[config.mk]
export PLATFORM = sky130hd
export DESIGN_NAME = alu_op_responder
export DESIGN_NICKNAME = d
export VERILOG_FILES = /design/src/rtl/alu_op_responder.sv
export SDC_FILE = /design/constraint.sdc
export NUM_CORES = 1
export LEC_CHECK = 0
export CAP_MARGIN = 20
export CORE_ASPECT_RATIO = 2
export CORE_UTILIZATION = 40
export DETAILED_ROUTE_END_ITERATION = 16
export PLACE_DENSITY_LB_ADDON = 0.12
export RECOVER_POWER = 50
export SYNTH_ARGS = -nofsm -noshare
export SYNTH_HDL_FRONTEND = slang
export SYNTH_SLANG_ARGS = --single-unit
[constraint.sdc]
create_clock -name clk -period 2.9 [get_ports clk]
set_input_delay 0.435 -clock clk [delete_from_list [all_inputs] [get_ports clk]]
set_output_delay 0.435 -clock clk [all_outputs]
set_load 0.01 [all_outputs]
[src/rtl/alu_op_responder.sv]
// alu_op_responder: handshaked ALU that queues results in order and returns them with the request tag.
module alu_op_responder #(
    parameter int N     = 32,
    parameter int TAG_W = 4,
    parameter int DEPTH = 2,
    parameter int CNT_W = 16
) (
    input  logic             clk,
    input  logic             reset,
    input  logic             in_valid,
    output logic             in_ready,
    input  logic [N-1:0]     in_a,
    input  logic [N-1:0]     in_b,
    input  logic [2:0]       in_f,
    input  logic [TAG_W-1:0] in_tag,
    output logic             out_valid,
    input  logic             out_ready,
    output logic [N-1:0]     out_y,
    output logic             out_cout,
    output logic             out_overflow,
    output logic             out_zero,
    output logic [TAG_W-1:0] out_tag,
    output logic [CNT_W-1:0] op_count,
    output logic             illegal_op
);
    localparam int PW = DEPTH > 1 ? $clog2(DEPTH) : 1;
    localparam int CW = $clog2(DEPTH + 1);
    localparam int EW = TAG_W + 3 + N;

    logic [EW-1:0]    mem_q [DEPTH];
    logic [PW-1:0]    wr_q, wr_d, rd_q, rd_d;
    logic [CW-1:0]    cnt_q, cnt_d;
    logic [CNT_W-1:0] op_cnt_q, op_cnt_d;
    logic             illegal_q, illegal_d;
    logic             push, pop, sub, arith, ovf_raw;
    logic [N-1:0]     bb, y;
    logic [N:0]       sum;
    logic [EW-1:0]    entry, head;

    // one shared adder serves add, subtract and set-less-than
    always_comb begin
        sub     = in_f == 3'b110 || in_f == 3'b111;
        arith   = sub || in_f == 3'b010;
        bb      = sub ? ~in_b : in_b;
        sum     = {1'b0, in_a} + {1'b0, bb} + (N+1)'(sub);
        ovf_raw = (in_a[N-1] == bb[N-1]) && (sum[N-1] != in_a[N-1]);
        case (in_f)
            3'b000:         y = in_a & in_b;
            3'b001:         y = in_a | in_b;
            3'b010, 3'b110: y = sum[N-1:0];
            3'b100:         y = in_a & ~in_b;
            3'b101:         y = in_a | ~in_b;
            3'b111:         y = {{(N-1){1'b0}}, sum[N-1] ^ ovf_raw};
            default:        y = '0;
        endcase
        entry = {in_tag, y == '0, arith & ovf_raw, arith & sum[N], y};
    end

    assign in_ready  = reset && cnt_q < CW'(DEPTH);
    assign out_valid = cnt_q != '0;
    assign push      = in_valid && in_ready;
    assign pop       = out_valid && out_ready;
    assign head      = mem_q[rd_q];
    assign {out_tag, out_zero, out_overflow, out_cout, out_y} = out_valid ? head : '0;
    assign op_count   = op_cnt_q;
    assign illegal_op = illegal_q;

    always_comb begin
        wr_d      = push ? (wr_q == PW'(DEPTH - 1) ? '0 : wr_q + 1'b1) : wr_q;
        rd_d      = pop ? (rd_q == PW'(DEPTH - 1) ? '0 : rd_q + 1'b1) : rd_q;
        cnt_d     = push && !pop ? cnt_q + 1'b1 : !push && pop ? cnt_q - 1'b1 : cnt_q;
        op_cnt_d  = pop ? op_cnt_q + 1'b1 : op_cnt_q;
        illegal_d = illegal_q || (push && in_f == 3'b011);
    end

    always_ff @(posedge clk or negedge reset) begin
        if (!reset) begin
            wr_q      <= '0;
            rd_q      <= '0;
            cnt_q     <= '0;
            op_cnt_q  <= '0;
            illegal_q <= 1'b0;
        end else begin
            wr_q      <= wr_d;
            rd_q      <= rd_d;
            cnt_q     <= cnt_d;
            op_cnt_q  <= op_cnt_d;
            illegal_q <= illegal_d;
        end
    end

    // storage needs no reset: entries are only visible while counted valid
    always_ff @(posedge clk) begin
        if (push) mem_q[wr_q] <= entry;
    end
endmodule
==> metrics <==
status complete, but fails checks; failing checks setup timing; die area 0.01952 mm²; first-pass GRT wire length 41.78 mm; Yosys cell types 77; Pre-Repair DR Iteration Count 4; fin util 66.24%; fin crit share 122.4%; post-synth top area share a little under a third; fill count 1508; CTS H-Tree Depth 3; Critical Path Source Type input port; synthesized flop and latch total 99; Synth Cell Area 0.007574 mm²; CTS tree done; syn nets 892; vias in the first global route 8137; ratio of cells with drive above 1 in the final layout 34.94%; PwrDens 558.7 mW/mm²; Top-Level Pins 133; CP Max Fanout 6; final antenna-violating net count 0; post-detail-place hpwl between 20 and 25 mm; critical path launch point in_f[2]; Area Growth Syn to Fin 60.86%; Synth area leaders edfxtp_1 31%, xnor2_1 7.3%, dfrtp_1 6.9%, ha_1 6.4%, mux2i_1 5.4%; Iteration-0 DRC Markers 270; max_slew headroom approximately 23%; die height 196.6 µm; clock sink count 99; core area 0.01839 mm²; Final Power 0.006807 W; Mapped Cells 777; Overflow after GRT 0; All-Layer GR Usage 28.44%; # DRC 0; Final min period roughly 3.6 ns; RSZ-0062 raised after global routing yes; worst vdd ir 0.3459 mV; Worst Path Required 3.05 ns; drt wl/cell 19.87 µm; Max Freq 281.7 MHz; CP arrival 3.70 ns; Top FF cell, synth edfxtp_1; asr flop ratio synth 21.21%; R2R Path Start cnt_q[0]; via count around 7.6k; setup_tns -3.617 ns; vias per cell 5.499; fin nets 1269; worst hold slack 0.4687 ns; Root Buffer clkbuf_16; Mean Syn Cell Area 9.747 µm²; pins over their slew limit 0; sequential cell area fraction in the yosys report 37.87%; CP Class in -> reg; starting density of the core 41.18%; worst skew pair latency 0.34 ns; max cap viols 0; final hold violation count 0; routability cong. between 0.9 and 1; Antenna diodes 0; TritonCTS buffer count 9; clock skew after layout 0.006088 ns; FP Rows 70; initial antenna violation count 0; Clock transition at path regs 0.06 ns; Clock Tree Buf Depth 2; Worst Hold Class reg -> reg; Worst-Margin Slew ~1.2 ns; Setup WS post-layout -0.6500 ns; die width about 99 µm; Lkg Pwr 5.197 nW; Final Setup Violations 18; CP Capture Type flip-flop; post-synth top area cell edfxtp_1; Ys Warns 0; total wire length between 20 and 30 mm; HP Start illegal_op; largest net degree at the start of global routing 65; I/O Buffers 132; Post-synth EDFFs between 70 and 80
## logic make-up after synthesis
| family | after synthesis | synth area share, % |
|---|---|---|
| adders and majority gates | 63 | 9.780 |
| AOI/OAI and AO/OA | 179 | 16.62 |
| DFF | 99 | 37.87 |
| muxes | 41 | 5.419 |
| xor gates and xnor gates | 108 | 12.49 |
| and+or+nand+nor | 234 | 14.82 |
| buffers and inverters | 53 | 3.007 |
## worst max-delay path, stage by stage
cell and delay [ns]:
buf_12 0.11, nand2_8 0.10, buf_12 0.16, xnor2_2 0.14, ha_4 0.27, buf_4 0.12
buf_4 0.13, nand4_1 0.14, a2111o_1 0.48, and4b_1 0.28, a211oi_4 0.23, o211a_1 0.19
nand4bb_1 0.12, nor4b_2 0.27, nand3_1 0.17, nor4b_4 0.34
## where the power goes
group	switching (W)	leakage, nW	total (W)	internal, W
Sequential	0.000162	0.987	0.00193	0.00177
Combinational	0.00180	4.09	0.00379	0.00198
Clock	0.000502	0.122	0.00109	0.000583
## metal layers
metal / track usage, % / vias to the layer above / part of all wire (%)
li1: - / 3611 / -
met1: 25.26 / 3637 / 32
met2: 57.33 / 222 / 58
met3: 3.050 / 91 / 2.7
met4: 19.72 / 0 / 6.5
met5: 0 / - / 0
## placed cells by master (no fill, tap or decap), types with 16 or more instances in the layout
master,netlist,final
ha_1,39,28
a21o_1,16,16
inv_1,17,16
maj3_1,21,21
xor2_1,45,43
xnor2_1,63,43
nand2_1,71,68
buf_6,2,17
nor2_1,77,71
dfrtp_1,21,20
edfxtp_1,78,78
clkdlybuf4s50_1,0,79
o21ai_0,41,30
dlygate4sd2_1,0,22
a21oi_1,38,25
mux2i_1,41,41
dlygate4sd3_1,0,22
nand3_1,19,19
buf_4,1,239
## timing repair
action                                  4_1_cts  5_1_grt
endpoints found under the setup margin       58       36
hold buffers                                  0        0
pin swaps                                    52       33
cloned                                        1        0
buffers inserted                             26       11
resized for setup                           115       53
## state kept, by name (all words and copies together), names as in the netlist
name,flops
cnt_q,2
illegal_op,1
mem_q,78
op_count,16
rd_q,1
wr_q,1
## final timing paths
check	to	slack, ns	cells past startpoint
min in group asynchronous	op_count[2]	0.96	2
max in group asynchronous	rd_q	1.17	2
max	mem_q[1][34]	-0.65	16
min reg2reg	illegal_op	0.47	2
min	illegal_op	0.47	2
max reg2reg	op_count[15]	0.67	7
## synthesized netlist by cell type (3+ instances only)
library cell   n
nor2_1        77
and2_1         3
o31ai_1        9
a41oi_1        3
nand2_1       71
o21ai_1        5
inv_1         17
a211oi_2       3
xnor2_1       63
nor3_1         9
or3_1          7
buf_1          9
a211oi_1       9
clkbuf_1      16
ha_1          39
xor2_1        45
a22o_1         5
and3_1         7
maj3_1        21
nand3_1       19
dfrtp_1       21
a31oi_1        4
nand3b_1      11
buf_2          8
o21bai_1       3
nand4b_1       3
a21o_1        16
o22ai_1        6
edfxtp_1      78
mux2i_1       41
a21oi_1       38
nand4_1       12
o211ai_1       4
o21ai_0       41
## final cells by class
cell class | instances | area [µm²] | area share (%)
clock buffer | 9 | 225.2 | 1.849
inverter | 17 | 63.81 | 0.5238
clock inverter | 7 | 51.30 | 0.4211
multi-input combinational | 626 | 5215 | 42.81
sequential | 99 | 2869 | 23.55
timing repair buffer | 401 | 3488 | 28.63
tap | 216 | 270.3 | 2.218
## through the flow
| step | cell area [µm²] | cells | setup WS [ns] |
|---|---|---|---|
| 6_report | 12180 | 1375 | -0.6500 |
| 5_1_grt | 12180 | 1375 | -0.7507 |
| 4_1_cts | 11860 | 1368 | -0.5733 |
| 3_5_place_dp | 11020 | 1328 | -1.644 |
| 3_3_place_gp | 11020 | 1328 | -1.581 |
| 2_1_floorplan | 7829 | 777 | -0.8501 |
Power figures use the tool's default switching activity.
